==> src/rtl/rom_seq_pkg.sv <==
// ----------------------------------------------------------------------------
// rom_seq_pkg
//   Shared constants for the ROM-to-UART frame sequencer.
//   BYTE_W    : width of a ROM word / UART byte
//   ST_*      : FSM state encoding used by rom_uart_sequencer
// ----------------------------------------------------------------------------
package rom_seq_pkg;

    localparam int BYTE_W = 8;

    localparam logic [2:0] ST_IDLE  = 3'd0;
    localparam logic [2:0] ST_FETCH = 3'd1;
    localparam logic [2:0] ST_LATCH = 3'd2;
    localparam logic [2:0] ST_SEND  = 3'd3;
    localparam logic [2:0] ST_DRAIN = 3'd4;
    localparam logic [2:0] ST_CSUM  = 3'd5;
    localparam logic [2:0] ST_DONE  = 3'd6;

endpackage

==> src/rtl/rom_seq_period_timer.sv <==
// ----------------------------------------------------------------------------
// rom_seq_period_timer
//   Free-running interval counter that raises a 1-cycle expiry after PERIOD
//   enabled cycles. PERIOD=0 disables the timer entirely (expire tied low).
// Ports:
//   clk     in  clock, posedge
//   rst_n   in  asynchronous active-low reset
//   en      in  count this cycle
//   clr     in  return counter to 0 (wins over en)
//   expire  out 1 when en=1 and the counter holds PERIOD-1
// ----------------------------------------------------------------------------
module rom_seq_period_timer #(
    parameter int PERIOD = 30000000
) (
    input  logic clk,
    input  logic rst_n,
    input  logic en,
    input  logic clr,
    output logic expire
);

    generate
        if (PERIOD == 0) begin : g_off
            // Manual-start-only build: nothing to count.
            logic unused_inputs;
            assign unused_inputs = ^{clk, rst_n, en, clr};
            assign expire        = 1'b0;
        end else begin : g_on
            localparam int CNT_W = $clog2(PERIOD + 1);

            logic [CNT_W-1:0] cnt_q;
            logic [CNT_W-1:0] cnt_d;
            logic             hit;

            assign hit    = (cnt_q == CNT_W'(PERIOD - 1));
            assign expire = en && hit;

            always_comb begin
                cnt_d = cnt_q;
                if (clr) begin
                    cnt_d = '0;
                end else if (en) begin
                    cnt_d = hit ? '0 : cnt_q + CNT_W'(1);
                end
            end

            always_ff @(posedge clk or negedge rst_n) begin
                if (!rst_n) begin
                    cnt_q <= '0;
                end else begin
                    cnt_q <= cnt_d;
                end
            end
        end
    endgenerate

endmodule

==> src/rtl/rom_uart_sequencer.sv <==
// ----------------------------------------------------------------------------
// rom_uart_sequencer
//   Reads ROM[0..LAST_ADDR] in order on a start pulse (or every PERIOD cycles
//   when PERIOD!=0) and hands each byte to a UART transmitter using the
//   tx_en / tx_busy handshake, one byte in flight at a time.
//   Build option: define ROM_SEQ_CHECKSUM_EN to append the XOR of all frame
//   bytes as an extra trailing byte.
// Ports:
//   sys_clk       in   system clock, posedge
//   sys_rst_n     in   asynchronous active-low reset
//   start         in   1-cycle frame request (ignored while a frame runs)
//   rom_addr      out  ROM read address
//   rom_data      in   ROM read data, valid 1 cycle after rom_addr
//   uart_tx_en    out  send request, held with data until busy is seen
//   uart_tx_data  out  byte to send
//   uart_tx_busy  in   UART is shifting a byte
//   frame_busy    out  high from the cycle after accept until frame_done
//   frame_done    out  1-cycle pulse after the last byte drains
//   led           out  toggles on every frame_done
// ----------------------------------------------------------------------------
module rom_uart_sequencer
    import rom_seq_pkg::*;
#(
    parameter int ADDR_W    = 4,
    parameter int LAST_ADDR = 1,
    parameter int PERIOD    = 30000000
) (
    input  logic              sys_clk,
    input  logic              sys_rst_n,
    input  logic              start,
    output logic [ADDR_W-1:0] rom_addr,
    input  logic [BYTE_W-1:0] rom_data,
    output logic              uart_tx_en,
    output logic [BYTE_W-1:0] uart_tx_data,
    input  logic              uart_tx_busy,
    output logic              frame_busy,
    output logic              frame_done,
    output logic              led
);

    generate
        if (LAST_ADDR < 0 || LAST_ADDR >= (1 << ADDR_W)) begin : g_bad_last_addr
            $error("rom_uart_sequencer: LAST_ADDR does not fit in ADDR_W bits");
        end
    endgenerate

    logic [2:0]        state_q, state_d;
    logic [ADDR_W-1:0] addr_q, addr_d;
    logic [BYTE_W-1:0] data_q, data_d;
    logic              tx_en_q, tx_en_d;
    logic              led_q, led_d;
    logic              accept;
    logic              expire;
    logic              last_byte;
`ifdef ROM_SEQ_CHECKSUM_EN
    logic [BYTE_W-1:0] csum_q, csum_d;
    logic              csum_sent_q, csum_sent_d;
`endif

    // Start and timer expiry in the same cycle collapse into one accept.
    assign accept    = (state_q == ST_IDLE) && (start || expire);
    assign last_byte = (addr_q == ADDR_W'(LAST_ADDR));

    rom_seq_period_timer #(
        .PERIOD (PERIOD)
    ) u_timer (
        .clk    (sys_clk),
        .rst_n  (sys_rst_n),
        .en     (state_q == ST_IDLE),
        .clr    (accept),
        .expire (expire)
    );

    always_comb begin
        state_d = state_q;
        addr_d  = addr_q;
        data_d  = data_q;
        tx_en_d = tx_en_q;
        led_d   = led_q;
`ifdef ROM_SEQ_CHECKSUM_EN
        csum_d      = csum_q;
        csum_sent_d = csum_sent_q;
`endif
        case (state_q)
            ST_IDLE: begin
                if (accept) begin
                    addr_d  = '0;
                    state_d = ST_FETCH;
`ifdef ROM_SEQ_CHECKSUM_EN
                    csum_d      = '0;
                    csum_sent_d = 1'b0;
`endif
                end
            end
            ST_FETCH: state_d = ST_LATCH;
            ST_LATCH: begin
                data_d  = rom_data;
                state_d = ST_SEND;
`ifdef ROM_SEQ_CHECKSUM_EN
                csum_d = csum_q ^ rom_data;
`endif
            end
            ST_SEND: begin
                // Request only once the UART is idle; then hold the request
                // until the UART acknowledges by raising busy.
                if (!tx_en_q) begin
                    if (!uart_tx_busy) begin
                        tx_en_d = 1'b1;
                    end
                end else if (uart_tx_busy) begin
                    tx_en_d = 1'b0;
                    state_d = ST_DRAIN;
                end
            end
            ST_DRAIN: begin
                if (!uart_tx_busy) begin
`ifdef ROM_SEQ_CHECKSUM_EN
                    if (csum_sent_q) begin
                        state_d = ST_DONE;
                    end else if (last_byte) begin
                        state_d = ST_CSUM;
                    end else begin
`else
                    if (last_byte) begin
                        state_d = ST_DONE;
                    end else begin
`endif
                        addr_d  = addr_q + ADDR_W'(1);
                        state_d = ST_FETCH;
                    end
                end
            end
`ifdef ROM_SEQ_CHECKSUM_EN
            ST_CSUM: begin
                data_d      = csum_q;
                csum_sent_d = 1'b1;
                state_d     = ST_SEND;
            end
`endif
            ST_DONE: begin
                led_d   = ~led_q;
                addr_d  = '0;
                state_d = ST_IDLE;
            end
            default: state_d = ST_IDLE;
        endcase
    end

    always_ff @(posedge sys_clk or negedge sys_rst_n) begin
        if (!sys_rst_n) begin
            state_q <= ST_IDLE;
            addr_q  <= '0;
            data_q  <= '0;
            tx_en_q <= 1'b0;
            led_q   <= 1'b0;
`ifdef ROM_SEQ_CHECKSUM_EN
            csum_q      <= '0;
            csum_sent_q <= 1'b0;
`endif
        end else begin
            state_q <= state_d;
            addr_q  <= addr_d;
            data_q  <= data_d;
            tx_en_q <= tx_en_d;
            led_q   <= led_d;
`ifdef ROM_SEQ_CHECKSUM_EN
            csum_q      <= csum_d;
            csum_sent_q <= csum_sent_d;
`endif
        end
    end

    assign rom_addr     = addr_q;
    assign uart_tx_en   = tx_en_q;
    assign uart_tx_data = data_q;
    assign frame_busy   = (state_q != ST_IDLE) && (state_q != ST_DONE);
    assign frame_done   = (state_q == ST_DONE);
    assign led          = led_q;

endmodule
==> config.mk <==
export PLATFORM = sky130hd
export DESIGN_NAME = rom_uart_sequencer
export DESIGN_NICKNAME = d
export VERILOG_FILES = /design/src/rtl/rom_seq_pkg.sv /design/src/rtl/rom_seq_period_timer.sv /design/src/rtl/rom_uart_sequencer.sv
export SDC_FILE = /design/constraint.sdc
export NUM_CORES = 1
export LEC_CHECK = 0
export ABC_CLOCK_PERIOD_IN_PS = 4100
export CAP_MARGIN = 20
export CORE_UTILIZATION = 40
export DETAILED_ROUTE_END_ITERATION = 16
export GPL_TIMING_DRIVEN = 0
export SYNTH_ARGS = -nofsm -noshare
export SYNTH_HDL_FRONTEND = slang
export SYNTH_HIERARCHICAL = 1
export SYNTH_SLANG_ARGS = --single-unit
export TNS_END_PERCENT = 5
==> constraint.sdc <==
create_clock -name sys_clk -period 4.1 [get_ports sys_clk]
set_input_delay 0.615 -clock sys_clk [delete_from_list [all_inputs] [get_ports sys_clk]]
set_output_delay 0.615 -clock sys_clk [all_outputs]
set_load 0.005 [all_outputs]
# Word-level counts from Yosys, hierarchy flattened
# Cells that the tools add are included.
# W data, S select, Z words.
classes:
  add_sub_neg: 2
  eq_ne: 13
  muxes: 14
  bitwise_logic: 1
  n_reduce_logical: 10
op_table:
  columns: ["operator", "n"]
  rows:
  - ["$mux W25", 3]
  - ["$add A25 B1 Y25 const B", 1]
  - ["$eq A25 B25 Y1 const B", 1]
  - ["$mux W3", 5]
  - ["$pmux W3 S5", 1]
  - ["$mux W4", 3]
  - ["$pmux W4 S3", 1]
  - ["$ne A2 B2 Y1 const B", 5]
  - ["$reduce_and A4 Y1", 2]
  - ["$eq A3 B2 Y1 const B", 2]
  - ["$eq A3 B3 Y1 const B", 2]
  - ["$reduce_bool A3 Y1", 2]
  - ["$add A4 B1 Y4 const B", 1]
  - ["$eq A4 B1 Y1 const B", 1]
  - ["$eq A3 B1 Y1 const B", 1]
  - ["$logic_and A1 B1 Y1", 3]
  - ["$logic_not A3 Y1", 1]
  - ["$ne A3 B3 Y1 const B", 1]
  - ["$reduce_bool A2 Y1", 1]
  - ["$logic_or A1 B1 Y1", 1]
  - ["$mux W1", 1]
  - ["$not A1 Y1", 1]
totals:
  reg_bits: 42
  inputBits: 12
  output_inout_bits: 16

# Logic depth before layout (Yosys ltp)
# Gate-level depths: netlist of run 1.
depth:
  depth_word: 6
  depth_mapped: 11

# Cells and area by module
# Netlist of run 1, hierarchy kept.
modules_own_cells:
  columns: ["mod", "instances", "cells_each", "area_per_inst_um2", "seq_area_each_um2"]
  rows:
  - ["rom_seq_period_timer", 1, 156, 1400.1, 625.6]
  - ["rom_uart_sequencer", 1, 72, 845.8, 425.4]

# Worst setup path after synthesis of run 1
# No wires, ideal clock.
synth_path:
  path_kind: "register -> register"
  start: "register state_q[0]"
  end: "register u_timer.g_on.cnt_q[23]"
  setup_ns: 0.077
  t_arrival_ns: 3.492
  required_ns: 4.023
  setup_slack_ns: 0.530
  path_stages_with_launch: 12
  path_buffers: 3
  period_less_slack_ns: 3.570
  path_cell_list: "dfrtp_1 -> buf_2 -> nor3_1 -> inv_1 -> clkbuf_1 -> nor3_1 -> o21a_1 -> o2111ai_2 -> or4_1 -> clkbuf_1 -> or4_1 -> a21oi_1"
synth_between:
  elab_chain_cells: 5
synth_rtl:
  columns: ["element", "line", "text"]
  rows:
  - ["start: declaration", "rom_uart_sequencer.sv:47", "logic [2:0] state_q, state_d;"]
  - ["start signal: assignment", "rom_uart_sequencer.sv:161", "state_q <= state_d;"]
  - ["$logic_not A3 Y1 *", "rom_uart_sequencer.sv:69", ".en (state_q == ST_IDLE),"]
  - ["$logic_and A1 B1 Y1 *", "rom_seq_period_timer.sv:36", "assign expire = en && hit;"]
  - ["net expire", "rom_uart_sequencer.sv:53", "logic expire;"]
  - ["$logic_or A1 B1 Y1 *", "rom_uart_sequencer.sv:61", "assign accept = (state_q == ST_IDLE) && (start || expire);"]
  - ["$logic_and A1 B1 Y1 *", "rom_uart_sequencer.sv:61", null]
  - ["net accept", "rom_uart_sequencer.sv:52", "logic accept;"]
  - ["$mux W25 / $reduce_bool A2 Y1 (equally long branches)", null, null]
  - ["end signal: assignment", "rom_seq_period_timer.sv:51", "cnt_q <= cnt_d;"]
  - ["end: declaration", "rom_seq_period_timer.sv:31", "logic [CNT_W-1:0] cnt_q;"]
# The timed path passes the listed nets; every way through them passes the cells marked *.
# A chain may end at the register's enable or synchronous reset.

# Worst setup path in the final report of run 1
layout_path:
  start: "register u_timer.g_on.cnt_q[10]"
  end: "register u_timer.g_on.cnt_q[23]"
layout_between:
  elab_chain_cells: 5
layout_rtl:
  columns: ["element", "line", "text"]
  rows:
  - ["$eq A25 B25 Y1 *", "rom_seq_period_timer.sv:35", "assign hit = (cnt_q == CNT_W'(PERIOD - 1));"]
  - ["$logic_and A1 B1 Y1 *", "rom_seq_period_timer.sv:36", null]
  - ["net expire", "rom_uart_sequencer.sv:53", null]
  - ["$logic_or A1 B1 Y1 *", "rom_uart_sequencer.sv:61", null]
  - ["$logic_and A1 B1 Y1 *", "rom_uart_sequencer.sv:61", null]
  - ["net accept", "rom_uart_sequencer.sv:52", null]
  - ["$mux W25 / $reduce_bool A2 Y1 (equally long branches)", null, null]
# The timed path passes the listed nets; every way through them passes the cells marked *. The select of a mux whose other input is x is not followed.

==> results of run 1 <==
## cells by family (layout without fill, tap and decap cells)
family / count (synthesis) / after routing
and+or+nand+nor: 91 / 91
buffers and inverters: 19 / 55
muxes: 10 / 10
xor gates and xnor gates: 9 / 9
adders and majority gates: 3 / 3
DFF: 42 / 42
AOI/OAI and AO/OA: 54 / 54
## cells in the final DEF, fill, tap and decap left out, drive strengths merged, types with 2 or more instances in the layout
cell type,n
o21a,2
nor2,14
nand2,18
or3,9
nand4,3
dfrtp,42
a31oi,3
inv,8
nand3b,2
ha,3
buf,9
a21oi,18
or4,8
nand3,10
nor3b,2
and3b,2
o21ai,16
nand2b,2
xor2,2
clkdlybuf4s50,26
xnor2,7
mux2,9
nor4,8
nor3,5
o31ai,5
or4b,2
clkbuf,10
o211ai,2
## layout make-up
class | count | area, µm² | share of cell area, %
multi-input combinational | 167 | 1119 | 40.99
sequential | 42 | 1051 | 38.51
timing repair buffer | 28 | 285.3 | 10.45
tap | 70 | 87.58 | 3.210
clock buffer | 5 | 68.82 | 2.522
buffer | 12 | 66.31 | 2.430
inverter | 7 | 26.28 | 0.9629
clock inverter | 3 | 25.02 | 0.9170
## cells in the mapped netlist, drive strengths merged (3+ instances only)
cell type | count | share of area [%]
a21oi | 18 | 4.0
a31oi | 3 | 0.84
buf | 7 | 2.1
clkbuf | 5 | 0.84
dfrtp | 42 | 47
ha | 3 | 1.7
inv | 7 | 1.2
mux2 | 9 | 4.7
nand2 | 18 | 3.0
nand3 | 10 | 2.2
nand4 | 3 | 0.84
nor2 | 14 | 2.3
nor3 | 5 | 1.1
nor4 | 8 | 2.5
o21ai | 16 | 3.6
o31ai | 5 | 2.3
or3 | 9 | 2.7
or4 | 8 | 2.7
xnor2 | 7 | 2.7
## timing repair
action,4_1_cts,5_1_grt
hold buffers,0,0
setup endpoints to repair,6,1
resized for setup,1,2
buffers inserted,0,0
## state kept, by name, indices dropped and copies added, names as in the netlist
register and flops:
uart_tx_data 8, state_q 3, led 1, u_timer/g_on.cnt_q 25, uart_tx_en 1, rom_addr 4
## through the flow
stage | instances | setup slack (ns) | setup TNS, ns | utilization, % | power, mW
6_report | 334 | 0.3014 | 0 | 51.78 | 1.359
3_3_place_gp | 325 | -0.1880 | -0.3405 | 49.41 | 1.074
2_1_floorplan | 228 | 0.5302 | 0 | - | 0.8809
5_1_grt | 334 | 0.03752 | 0 | 51.78 | 1.458
4_1_cts | 334 | 0.2067 | 0 | 51.57 | 1.367
3_5_place_dp | 326 | -0.1900 | -0.3569 | 49.69 | 1.082
## how the worst max path moves through the flow
stage	from	endpoint	slack [ns]	cells past startpoint
detailed placement	state_q[0]$_DFFE_PN0P_	u_timer/g_on.cnt_q[23]$_DFFE_PN0P_	-0.19	11
global placement	state_q[0]$_DFFE_PN0P_	u_timer/g_on.cnt_q[23]$_DFFE_PN0P_	-0.19	11
CTS	u_timer/g_on.cnt_q[10]$_DFFE_PN0P_	u_timer/g_on.cnt_q[23]$_DFFE_PN0P_	0.21	10
floorplan	state_q[0]$_DFFE_PN0P_	u_timer/g_on.cnt_q[23]$_DFFE_PN0P_	0.53	11
finish	u_timer/g_on.cnt_q[10]$_DFFE_PN0P_	u_timer/g_on.cnt_q[23]$_DFFE_PN0P_	0.30	10
global route	u_timer/g_on.cnt_q[10]$_DFFE_PN0P_	u_timer/g_on.cnt_q[23]$_DFFE_PN0P_	0.04	10
## where the power goes
group	internal [mW]	total (mW)	switching [mW]
Combinational	0.269	0.483	0.214
Clock	0.123	0.280	0.157
Sequential	0.516	0.596	0.0799
Total	0.908	1.36	0.451
## worst max-delay path: stages (launching register included)
cell and delay (ns):
dfrtp_1 0.45, or4b_1 0.53, or4_1 0.49, buf_2 0.20, nor3_2 0.19, o21a_1 0.21, o2111ai_2 0.24, or4_1 0.55
clkbuf_1 0.21, or4_1 0.53, a21oi_1 0.15
## metal layers
| metal | part of all wire [%] | GRT usage [%] | up-vias | wire (µm) |
|---|---|---|---|---|
| met5 | 0 | 0 | - | 0 |
| met4 | 1.8 | 6.923 | 0 | 78 |
| met3 | 4.0 | 3.452 | 7 | 175 |
| met2 | 44 | 24.55 | 32 | 1928 |
| met1 | 51 | 21.86 | 856 | 2237 |
| li1 | - | - | 913 | - |
==> impl_metrics.py, run 1 <==
metrics = {
    "status": {
        "status": "finished, final reports clean",
    },
    "placed_design": {
        "dpl_cell_area_um2": 2619,
        "place.gp.congestion": 0.7702,
        "place_hpwl_um": 3089,
        "portBuffers": 27,
    },
    "die": {
        "fp.coreArea_um2": 5270,
        "dieArea_um2": 5918,
        "num_rows": 26,
        "start_util_pct": 42.62,
        "die_x_um": 76.93,
        "die_y_um": 76.93,
        "ios": 28,
    },
    "timing": {
        "clock.fmax_ghz": 0.2633,
        "hold_slack_ns": 0.2288,
        "setup_viol": 0,
        "final.min_clock_period_ns": 3.799,
        "max-slew-margin-rel_pct": 63.24,
        "worst_slew_pin_slew_ns": 0.5502,
        "timing.final.crit_share_pct": 92.65,
        "hold_violations": 0,
        "rsz0062_at_grt": "no",
        "clock_skew_ns": 0.007952,
        "final_max_slew_viol_count": 0,
    },
    "cts": {
        "cts_buffers": 5,
        "htree_num_levels": 2,
        "clockBufferDepth": 2,
        "clk_latency_ns": 0.30,
        "cts_root_buf": "clkbuf_8",
        "numClockSinks": 42,
        "cts_tree": "built",
        "cts.clk_slew.worst_paths_ns": 0.09,
    },
    "layout": {
        "fin_area_um2": 2729,
        "drive_gt1_share_pct": 15.15,
        "area_growth_pct": 21.50,
        "n_antenna_cell": 0,
        "num-nets-final": 278,
        "nFillCells": 489,
    },
    "worst_setup_path": {
        "rr_endpoint": "u_timer/g_on.cnt_q[23]$_DFFE_PN0P_",
        "arrival_ns": 4.04,
        "r2r_cells": 10,
        "crit_type": "reg2reg",
        "start_kind": "flip-flop",
        "worstPathRequired_ns": 4.34,
        "path_max_fanout": 9,
        "rrSetupSlack_ns": 0.30,
        "crit_path_end_kind": "flip-flop",
        "r2r-start": "u_timer/g_on.cnt_q[10]$_DFFE_PN0P_",
    },
    "synth": {
        "ys_warn_count": 6,
        "synth.mux.area_fraction_pct": 5.125,
        "synth_cell_types": 48,
        "yosysSeqAreaShare_pct": 46.80,
        "syn-num-nets": 243,
        "syn_inst": 228,
        "synth.avg_cell_area_um2": 9.850,
        "synthSimpleGateAreaFrac_pct": 23.12,
        "synth_top_family_by_area": "simple AND/OR/NAND/NOR gates",
        "async_flop_share_pct": 100.0,
        "synth-seq-cells": 42,
        "synth_edf_count": 0,
        "syn_area_um2": 2246,
        "synth_adder_area_share_pct": 1.671,
        "synth_xor_area_share_pct": 3.510,
        "synth_compound_area_share_pct": 15.65,
        "synth_flop_cell": "dfrtp_1",
    },
    "detailed_routing": {
        "vias": 1808,
        "wire_per_inst_um": 13.23,
        "dr.pass1.iters": 4,
        "ant_nets": 0,
        "post-route-drc-count": 0,
        "viasPerCell": 5.413,
        "finalWirelength_um": 4419,
        "drt_iter0_drc": 63,
    },
    "global_routing": {
        "track_usage_pct": 16.08,
        "gr-total-overflow": 0,
        "grt_pass1_vias": 1572,
        "antenna_found_initial": 0,
        "grt_max_degree": 27,
        "grt_pass1_wl_um": 7514,
    },
    "hold_path": {
        "hp-class": "in2async",
    },
    "power_and_ir_drop": {
        "peakVddDrop_uv": 202.6,
        "leakagePower_nw": 1.033,
        "power_density_nw_per_um2": 498.1,
    },
    "job": {
        "maxCapViolCount": 0,
    },
}
No activity file was read; power rests on OpenSTA's default activity.
==> run 2, diff against run 1 <==
Settings changed: PLACE_DENSITY set to 0.72.
==> impl_metrics.py, run 2 (same netlist as run 1, synthesis figures left out) <==
metrics = {
    "timing": {
        "max-slew-margin-rel_pct": 65.83,
        "setup_viol": 0,
        "rsz0062_at_grt": "no",
        "clock_skew_ns": 0.006321,
        "final.min_clock_period_ns": 3.825,
        "final_max_slew_viol_count": 0,
        "timing.final.crit_share_pct": 93.29,
        "clock.fmax_ghz": 0.2614,
        "hold_violations": 0,
        "worst_slew_pin_slew_ns": 0.5083,
    },
    "detailed_routing": {
        "wl_met3_um": 172,
        "wl_met1_um": 2187,
        "wire_per_inst_um": 13.52,
        "wl_met2_um": 2092,
        "ant_nets": 0,
        "highest_layer": "met4",
        "drt_iter0_drc": 66,
        "post-route-drc-count": 0,
        "viasPerCell": 5.511,
        "vias": 1835,
        "dr.pass1.iters": 4,
        "finalWirelength_um": 4503,
    },
    "placed_design": {
        "place.gp.congestion": 0.7826,
        "portBuffers": 27,
        "dpl_cell_area_um2": 2619,
        "place_hpwl_um": 3165,
    },
    "cts": {
        "cts_tree": "built",
        "cts.clk_slew.worst_paths_ns": 0.08,
        "cts-hold-fix-buffers": 0,
        "cts_root_buf": "clkbuf_8",
        "numClockSinks": 42,
        "clk_latency_ns": 0.29,
        "clockBufferDepth": 2,
        "cts_buffers": 5,
        "postCtsSetupBuffers": 0,
        "htree_num_levels": 2,
    },
    "layout": {
        "area_growth_pct": 23.29,
        "num-nets-final": 277,
        "fin_util_pct": 52.54,
        "final_cell_mix": "42 x dfrtp_1, 26 x clkdlybuf4s50_1, 18 x nand2_1, 18 x a21oi_1, 16 x o21ai_0",
        "fin_area_um2": 2769,
        "largest_reg_flops": 25,
        "final_common_cell": "dfrtp_1",
        "n_antenna_cell": 0,
        "drive_gt1_share_pct": 14.83,
        "largest_register": "u_timer/g_on.cnt_q",
    },
    "status": {
        "status": "finished, final reports clean",
    },
    "global_routing": {
        "antenna_found_initial": 0,
        "grt_pass1_wl_um": 8155,
        "track_usage_pct": 17.02,
        "grt_pass1_vias": 1816,
        "grt_max_degree": 29,
        "gr-total-overflow": 0,
    },
    "worst_setup_path": {
        "crit_start": "u_timer/g_on.cnt_q[17]$_DFFE_PN0P_",
        "crit_type": "reg2reg",
        "cp_top_family": "simple AND/OR/NAND/NOR gates",
        "cp_cell_sequence": "or4_1 > or4_1 > buf_2 > nor3_1 > o21a_1 > o2111ai_2 > or4_1 > or4_1 > a21oi_1",
        "crit_path_end_kind": "flip-flop",
        "start_kind": "flip-flop",
        "arrival_ns": 4.05,
        "slowest_stage": "or4_1",
        "r2r-start": "u_timer/g_on.cnt_q[17]$_DFFE_PN0P_",
        "path_buf_inv": 1,
        "crit_top_cell": "or4_1",
        "critPathMaxStageDelay_ns": 0.71,
        "path_max_fanout": 9,
        "worstPathRequired_ns": 4.33,
    },
    "die": {
        "start_util_pct": 42.62,
        "ios": 28,
        "die_x_um": 76.93,
        "die_y_um": 76.93,
        "fp.coreArea_um2": 5270,
        "num_rows": 26,
        "dieArea_um2": 5918,
    },
    "job": {
        "maxCapViolCount": 0,
    },
    "power_and_ir_drop": {
        "total_power_mw": 1.479,
        "leakagePower_nw": 1.059,
        "power_density_nw_per_um2": 534.3,
        "peakVddDrop_uv": 278.7,
    },
    "hold_path": {
        "hp-class": "in2async",
    },
}
-- run 2: through the flow --
| step | hold slack (ns) | TNS, ns | worst slack (ns) | cells |
|---|---|---|---|---|
| CTS | 0.2293 | 0 | 0.2270 | 334 |
| detailed placement | 0.4563 | -0.2284 | -0.1558 | 326 |
| floorplan | 0.3194 | 0 | 0.5302 | 228 |
| finish | 0.2228 | 0 | 0.2750 | 333 |
| global route | 0.2399 | 0 | 0.01098 | 333 |
| global placement | 0.4588 | -0.08076 | -0.08076 | 325 |
-- run 2: metal layers --
metal  vias to the layer above  track usage [%]
li1                        906                -
met1                       888            22.21
met2                        36            27.50
met3                         5            3.690
met4                         0            6.346
met5                         -                0
-- run 2: repair_timing --
action,4_1_cts,5_1_grt
gates resized for setup,1,1
setup endpoints to repair,8,4
hold endpoints to repair,0,0
-- run 2: layout make-up --
cell class                      instances  area (µm²)
Multi-Input combinational cell        167        1114
Timing Repair Buffer                   28       285.3
Buffer                                 11       62.56
Tap cell                               70       87.58
Sequential cell                        42        1051
Clock inverter                          2       60.06
Clock buffer                            6       82.58
Fill cell                             494        2501
Inverter                                7       26.28
-- run 2: worst paths after layout --
path | to | cells after the start | slack [ns]
max | u_timer/g_on.cnt_q[23]$_DFFE_PN0P_ | 9 | 0.27
min | rom_addr[0]$_DFFE_PN0P_ | 1 | 0.22
max reg2reg | u_timer/g_on.cnt_q[23]$_DFFE_PN0P_ | 9 | 0.27
min reg2reg | led$_DFFE_PN0P_ | 1 | 0.47
max in group asynchronous | u_timer/g_on.cnt_q[7]$_DFFE_PN0P_ | 2 | 3.42
min in group sys_clk | led$_DFFE_PN0P_ | 1 | 0.47
-- run 2: power breakdown --
| part | internal [mW] | switching [mW] |
|---|---|---|
| logic | 0.269 | 0.212 |
| registers | 0.516 | 0.0794 |
| clock network | 0.260 | 0.143 |
| total | 1.05 | 0.434 |
